===== src/rtl/clken_gen.sv =====
// Multi-channel clock-enable generator: each channel emits a one-cycle ce pulse
// every N+1 clocks, with divisor changes deferred to the period boundary.
module clken_gen #(
  parameter int CHANNELS  = 4,
  parameter int DIV_W     = 8,
  parameter int RESET_DIV = 3
) (
  input  logic                clock,
  input  logic                rst_n,
  input  logic                run,
  input  logic                sync,
  input  logic                div_we,
  input  logic [2:0]          div_sel,
  input  logic [DIV_W-1:0]    div_data,
  output logic [CHANNELS-1:0] ce,
  output logic                locked
);

  logic [DIV_W-1:0]    div_q  [CHANNELS];
  logic [DIV_W-1:0]    pend_q [CHANNELS];
  logic [DIV_W-1:0]    cnt_q  [CHANNELS];
  logic [CHANNELS-1:0] pv_q;
  logic [CHANNELS-1:0] seen_q;

  logic [CHANNELS-1:0] hit;
  logic [CHANNELS-1:0] wrap;
  logic [CHANNELS-1:0] apply;
  logic [CHANNELS-1:0] clr;
  logic [CHANNELS-1:0] seen_hold;

  // Writes with an out-of-range channel index match no channel and are dropped.
  always_comb begin
    hit   = '0;
    wrap  = '0;
    apply = '0;
    clr   = '0;
    for (int i = 0; i < CHANNELS; i++) begin
      hit[i]   = div_we && (div_sel == 3'(i));
      wrap[i]  = run && !sync && (cnt_q[i] == div_q[i]);
      apply[i] = wrap[i] && pv_q[i];
      clr[i]   = sync || apply[i];
    end
    seen_hold = seen_q & ~clr;
  end

  always_ff @(posedge clock or negedge rst_n) begin
    if (!rst_n) begin
      ce     <= '0;
      locked <= 1'b0;
      pv_q   <= '0;
      seen_q <= '0;
      for (int i = 0; i < CHANNELS; i++) begin
        cnt_q[i]  <= '0;
        div_q[i]  <= DIV_W'(RESET_DIV);
        pend_q[i] <= '0;
      end
    end else begin
      // locked drops on the very edge a channel loses its seen flag
      locked <= &seen_hold;
      for (int i = 0; i < CHANNELS; i++) begin
        if (sync) begin
          cnt_q[i]  <= '0;
          ce[i]     <= 1'b0;
          pv_q[i]   <= 1'b0;
          seen_q[i] <= 1'b0;
          if (hit[i])
            div_q[i] <= div_data;
          else if (pv_q[i])
            div_q[i] <= pend_q[i];
        end else begin
          if (wrap[i]) begin
            cnt_q[i] <= '0;
            ce[i]    <= 1'b1;
          end else begin
            ce[i] <= 1'b0;
            if (run)
              cnt_q[i] <= cnt_q[i] + 1'b1;
          end
          if (apply[i])
            div_q[i] <= pend_q[i];
          // A write landing on the wrap edge becomes the next pending value
          if (hit[i]) begin
            pend_q[i] <= div_data;
            pv_q[i]   <= 1'b1;
          end else if (apply[i]) begin
            pv_q[i] <= 1'b0;
          end
          seen_q[i] <= apply[i] ? 1'b0 : (seen_q[i] | wrap[i]);
        end
      end
    end
  end

endmodule


===== config.mk =====
export PLATFORM = sky130hd
export DESIGN_NAME = clken_gen
export DESIGN_NICKNAME = d
export VERILOG_FILES = /design/src/rtl/clken_gen.sv
export SDC_FILE = /design/constraint.sdc
export NUM_CORES = 1
export LEC_CHECK = 0
export ABC_AREA = 1
export CAP_MARGIN = 20
export CORE_MARGIN = 2
export CORE_UTILIZATION = 60
export DETAILED_ROUTE_END_ITERATION = 12
export GPL_ROUTABILITY_DRIVEN = 0
export GPL_TIMING_DRIVEN = 0
export PLACE_DENSITY = 0.85
export SLEW_MARGIN = 15
export SYNTH_ARGS = -nofsm -noshare
export SYNTH_HDL_FRONTEND = slang
export SYNTH_SLANG_ARGS = --single-unit

===== constraint.sdc =====
create_clock -name clock -period 1.7 [get_ports clock]
set_input_delay 0.17 -clock clock [delete_from_list [all_inputs] [get_ports clock]]
set_output_delay 0.17 -clock clock [all_outputs]
set_load 0.01 [all_outputs]

# --- Word-level counts from Yosys, hierarchy flattened ---
# Index checks and enable logic that the tools add are counted.
# W data, S select, Z words.
totals:
  register_bits: 109
  inputBits: 16
  out_inout_bits: 5
  wordCells: 137
op_classes:
  n_addsub: 4
  eq_ne: 11
  mux: 56
  bitwise: 7
  n_reduce_logical: 40
op_table:
  columns: ["op", "n"]
  rows:
  - ["$mux W8", 28]
  - ["$add A8 B1 Y8 const B", 4]
  - ["$eq A8 B8 Y1", 4]
  - ["$mux W1", 28]
  - ["$reduce_bool A3 Y1", 8]
  - ["$reduce_and A2 Y1", 8]
  - ["$logic_and A1 B1 Y1", 13]
  - ["$ne A3 B1 Y1 const B", 4]
  - ["$reduce_bool A2 Y1", 4]
  - ["$eq A3 B2 Y1 const B", 2]
  - ["$and A4 B4 Y4", 1]
  - ["$logic_or A1 B1 Y1", 4]
  - ["$not A4 Y4", 1]
  - ["$or A1 B1 Y1", 4]
  - ["$reduce_and A4 Y1", 1]
  - ["$eq A3 B1 Y1 const B", 1]
  - ["$logic_not A3 Y1", 1]
  - ["$logic_not A1 Y1", 1]
  - ["$not A1 Y1", 1]

# --- Depth between registers and ports, before layout ---
# Gate-level depths: netlist of run 1.
logic_depth:
  word_depth: 8
  ltp_mapped: 11
  mapped_depth_nobuf: 11

# --- Worst setup path before layout of run 1 ---
# Ideal clock, no wire load.
synth_path:
  kind: "reg2reg"
  from: "reg div_q[8] (netlist name)"
  to: "reg div_q[11] (netlist name)"
  arrival_ns: 1.306
  required_time_ns: 1.584
  slack_ns: 0.277
  path_stages_with_launch: 12
  path_cell_list: "dfstp_2 > inv_1 > nand2_1 > nand2_1 > nor2_1 > nand2_1 > nor2_2 > nand3_2 > nand2_4 > nand2_4 > nand2_1 > nand2_1"
synth_between:
  elab_chain_len: 5
synth_rtl:
  columns: ["element", "line_no", "rtl"]
  rows:
  - ["start, declared", "19", "logic [DIV_W-1:0] div_q [CHANNELS];"]
  - ["start signal, assigned by index", "54", "div_q[i] <= DIV_W'(RESET_DIV);"]
  - ["start signal, assigned by index", "67", "div_q[i] <= div_data;"]
  - ["start signal, assigned by index", "69", "div_q[i] <= pend_q[i];"]
  - ["$eq A8 B8 Y1", "39", "wrap[i] = run && !sync && (cnt_q[i] == div_q[i]);"]
  - ["$logic_and A1 B1 Y1", "39", null]
  - ["$logic_and A1 B1 Y1", "40", "apply[i] = wrap[i] && pv_q[i];"]
  - ["$reduce_bool A2 Y1 (no source line)", null, null]
  - ["$reduce_and A2 Y1 (no source line)", null, null]
# No other way between the ends.
# A chain may end at the register's enable or synchronous reset.

# --- Worst setup path after layout of run 1 ---
layout_path:
  from: "reg div_q[17] (netlist name)"
  to: "reg div_q[21] (netlist name)"
# Same word-level chain as after synthesis.

==> flow_summary.ini, run 1 <==
[layout]
num-fill-cells = 720
post_route_cells_drive_above_1_share_pct = 11.1
antenna_cells = 0
multi_input_comb_area_mm2 = 0.00261
nNetsFinal = 771
syn_to_layout_area_delta_pct = 11.3
regArea_mm2 = 0.00274
fin_cells = 867

[sta]
maxClockFrequency_mhz = 599
setup_repair_after_global_routing_missed_its_margin = yes
hold_violations = 0
setup_viol_count_final = 0
finalMaxSlewViolations = 0
totalNegativeSetupSlack_ns = 0
worst_clock_skew_ns = 0.0170
layout_min_cycle_time_ns = 1.67
timing.slew.headroom_pct = 53.4
fraction_of_the_cycle_the_final_worst_path_needs_pct = 98.3
worst_pin_slew_ns = 0.699
final.hold.worst_slack_ns = 0.272

[floorplanning]
y_dimension_of_the_die_um = 101
placementRows = 35
number_of_top_level_design_ports = 21
core_region_area_mm2 = 0.00920
die-area_mm2 = 0.0102
chipWidth_um = 101
floorplan.initialDensity_pct = 61.6

[clocking]
clk-insertion-delay-late_ns = 0.39
clock_tree.buffer_depth = 2
clock_tree_from_tritoncts = done
cts_sinks = 109
tritoncts.num_buffers = 9
ctsRootBufferMaster = sky130_fd_sc_hd__clkbuf_8
path_clk_slew_ns = 0.11
h_tree_levels = 3

[power_and_ir_drop]
ir_worst_vdd_mv = 0.745
power.density_mw_per_mm2 = 1010
p_leak_nw = 3.05
report.power.total_mw = 6.38

[setup_path]
rrSetupSlack_ns = 0.03
crit-reg2reg-capture = div_q[21]$_DFFE_PN0P_
worst_setup_path_start_kind = flip-flop
crit_type = reg -> reg
critPathMaxStageDelay_ns = 0.59
slowest_stage = sky130_fd_sc_hd__dfstp_2
crit_path_max_fanout = 5
reg2reg_from = div_q[17]$_DFFE_PN1P_
path_delay_family = simple AND/OR/NAND/NOR gates
sequence_of_cells_on_the_critical_path = inv_2 > nand2_2 > nand2_1 > nor2_1 > nand2_1 > nor2_1 > nand3_1 > nand2_2 > buf_6 > nand3_1 > nand2_1
cpMostUsedCell = sky130_fd_sc_hd__nand2_1
timing.critical_path.required_ns = 2.02
reg2regPathDepth = 11
crit_arrival_ns = 1.99
endpoint_kind = flip-flop
bufs_and_invs_on_worst_path = 2

[synthesis]
distinct_cell_type_count_after_synthesis = 37
ys_seq_area_share_pct = 48.3
post_synth_instance_area_mm2 = 0.00566
synthesis.instances = 713
yosys_register_bits = 109
syn_area_per_cell_um2 = 7.94
yosysWarningCount = 0
syn_nets = 733

[grt]
grtUsageTotal_pct = 27.5
vias_in_the_first_global_route = 4742
grt_antenna_before_repair = 0
grt_pass1_wl_mm = 22.0
grt_max_degree = 64
grt_overflow_total = 0

[detailed_routing]
drc = 0
viasPerCell = 5.69
first_iter_violations = 359
drt-wirelength-per-cell_um = 15.1
wl_mm = 13.1
drtPass1Iterations = 5
postRouteAntennaNets = 0
num_vias = 4931

[placed_design]
portBuffers = 20
dp.cells = 845
place_hpwl_mm = 9.31

[run_status]
outcome = completed

[run]
cap_violations = 0

[hold_path]
timing.hold.worst.class = in -> async
## cells in the final DEF, fill, tap and decap left out, types with 5 or more instances in the layout
cell type	synthesis	layout
sky130_fd_sc_hd__clkbuf_8	0	9
sky130_fd_sc_hd__nor3_1	7	7
sky130_fd_sc_hd__xnor2_1	6	5
sky130_fd_sc_hd__xor2_1	23	23
sky130_fd_sc_hd__nand2_2	4	11
sky130_fd_sc_hd__dfrtp_1	101	101
sky130_fd_sc_hd__o22ai_1	13	13
sky130_fd_sc_hd__nand2_1	220	213
sky130_fd_sc_hd__nand4_1	10	10
sky130_fd_sc_hd__buf_4	3	5
sky130_fd_sc_hd__clkdlybuf4s50_1	0	18
sky130_fd_sc_hd__o21a_1	8	8
sky130_fd_sc_hd__o21ai_0	70	70
sky130_fd_sc_hd__nand3_1	64	63
sky130_fd_sc_hd__inv_1	67	65
sky130_fd_sc_hd__nand3_2	4	5
sky130_fd_sc_hd__buf_2	5	5
sky130_fd_sc_hd__nor2_1	44	44
sky130_fd_sc_hd__o21ai_1	5	5
sky130_fd_sc_hd__o21bai_1	5	5
sky130_fd_sc_hd__inv_2	5	7
sky130_fd_sc_hd__dfstp_2	8	8
sky130_fd_sc_hd__buf_6	3	6
## synth_stat cells
library cell | count | area (µm²)
sky130_fd_sc_hd__o21ai_2 | 2 | 17.5
sky130_fd_sc_hd__o21ai_0 | 70 | 350
sky130_fd_sc_hd__nor2_1 | 44 | 165
sky130_fd_sc_hd__nand4_1 | 10 | 62.6
sky130_fd_sc_hd__xnor2_1 | 6 | 52.6
sky130_fd_sc_hd__buf_6 | 3 | 33.8
sky130_fd_sc_hd__buf_4 | 3 | 22.5
sky130_fd_sc_hd__a21oi_1 | 4 | 20.0
sky130_fd_sc_hd__o21bai_1 | 5 | 37.5
sky130_fd_sc_hd__nand3_1 | 64 | 320
sky130_fd_sc_hd__o22ai_1 | 13 | 81.3
sky130_fd_sc_hd__nand2_2 | 4 | 25.0
sky130_fd_sc_hd__or2_2 | 4 | 25.0
sky130_fd_sc_hd__nor3_1 | 7 | 35.0
sky130_fd_sc_hd__inv_2 | 5 | 18.8
sky130_fd_sc_hd__nand2_1 | 220 | 826
sky130_fd_sc_hd__nand2_4 | 3 | 33.8
sky130_fd_sc_hd__or3b_2 | 1 | 8.76
sky130_fd_sc_hd__nand3_2 | 4 | 40.0
sky130_fd_sc_hd__ha_1 | 4 | 50.1
sky130_fd_sc_hd__o21ai_1 | 5 | 25.0
sky130_fd_sc_hd__inv_1 | 67 | 251
sky130_fd_sc_hd__clkbuf_2 | 2 | 10.0
sky130_fd_sc_hd__and3_1 | 1 | 6.26
sky130_fd_sc_hd__nor4_1 | 2 | 12.5
sky130_fd_sc_hd__nor2_8 | 1 | 20.0
sky130_fd_sc_hd__xor2_1 | 23 | 201
sky130_fd_sc_hd__dfrtp_1 | 101 | 2530
sky130_fd_sc_hd__o21a_1 | 8 | 60.1
sky130_fd_sc_hd__nor3_2 | 1 | 10.0
sky130_fd_sc_hd__or2_1 | 3 | 18.8
sky130_fd_sc_hd__buf_2 | 5 | 25.0
sky130_fd_sc_hd__clkbuf_1 | 3 | 11.3
sky130_fd_sc_hd__dfstp_2 | 8 | 210
sky130_fd_sc_hd__nor3b_1 | 2 | 15.0
sky130_fd_sc_hd__o2111ai_1 | 1 | 8.76
sky130_fd_sc_hd__nor2_2 | 4 | 25.0
## layer usage
layer	wire length [µm]	part of all wire [%]	GRT usage (%)	vias up
met5	0	0	0	-
met4	376	2.9	12.3	0
met3	864	6.6	5.80	35
met2	6370	49	44.7	188
met1	5520	42	35.9	2305
li1	-	-	-	2403
## worst register-to-register path: stages (launching register included)
cell and delay (ns):
sky130_fd_sc_hd__dfstp_2 0.59, sky130_fd_sc_hd__inv_2 0.04, sky130_fd_sc_hd__nand2_2 0.06, sky130_fd_sc_hd__nand2_1 0.06, sky130_fd_sc_hd__nor2_1 0.10, sky130_fd_sc_hd__nand2_1 0.08
sky130_fd_sc_hd__nor2_1 0.10, sky130_fd_sc_hd__nand3_1 0.13, sky130_fd_sc_hd__nand2_2 0.15, sky130_fd_sc_hd__buf_6 0.14, sky130_fd_sc_hd__nand3_1 0.07, sky130_fd_sc_hd__nand2_1 0.10
## layout make-up
| class | instances | share of cell area (%) |
|---|---|---|
| clock inverter | 6 | 0.595 |
| timing repair buffer | 26 | 4.37 |
| tap | 111 | 2.20 |
| multi-input combinational | 517 | 41.4 |
| inverter | 72 | 4.29 |
| clock buffer | 10 | 2.02 |
| sequential | 109 | 43.4 |
| buffer | 16 | 1.71 |
## timing repair
action,4_1_cts,5_1_grt
setup endpoints to repair,20,65
pin swaps,0,7
gates cloned,0,2
resized for setup,1,20
setup buffers,0,3
endpoints found under the hold margin,44,0
hold buffers,1,0
## through the flow
step	utilization (%)	setup WS, ns	instance area, µm²
2_1_floorplan	-	0.277	5660
3_3_place_gp	65.3	-3.50	6000
3_5_place_dp	65.6	-0.559	6030
4_1_cts	67.6	0.0221	6210
5_1_grt	68.6	-0.0566	6300
6_report	68.6	0.0294	6300
## registers in the layout, indices dropped and copies added, names as in the netlist
name and flops:
pv_q 4, ce 4, pend_q 32, locked 1, div_q 32, cnt_q 32, seen_q 4
## report_power, final
group          switching (mW)  internal [mW]
registers               0.310           3.06
logic                   0.953          0.619
clock network           0.899          0.535
total                    2.16           4.22
## worst max path at each step
stage | start | to | slack [ns] | cells past startpoint
final | div_q[17]$_DFFE_PN1P_ | div_q[21]$_DFFE_PN0P_ | 0.03 | 11
after global placement | rst_n | pend_q[25]$_DFFE_PN0P_ | -3.50 | 1
after floorplan | div_q[8]$_DFFE_PN1P_ | div_q[11]$_DFFE_PN0P_ | 0.28 | 11
after CTS | sync | cnt_q[22]$_DFFE_PN0P_ | 0.02 | 9
after global routing | div_q[17]$_DFFE_PN1P_ | div_q[21]$_DFFE_PN0P_ | -0.06 | 11
after detailed placement | sync | cnt_q[5]$_DFFE_PN0P_ | -0.56 | 5
## kinds of logic after synthesis
family / Yosys count / share of synthesized area, %
xor+xnor: 29 / 4.48
flops: 109 / 48.3
buf+inv: 88 / 6.58
fa+ha+maj: 4 / 0.884
simple gates: 375 / 29.1
compound gates: 108 / 10.6
Note: power is estimated with default switching activity, not from simulation.
==> run 2: changes to the inputs <==
--- a/config.mk
+++ b/config.mk
@@ -6,6 +6,7 @@
 export NUM_CORES = 1
 export LEC_CHECK = 0
 export ABC_AREA = 1
+export ABC_CLOCK_PERIOD_IN_PS = 1700
 export CAP_MARGIN = 20
 export CORE_MARGIN = 2
 export CORE_UTILIZATION = 60
==> results of run 2 <==
The final DEF is identical to that of run 1; final timing and power are the same.
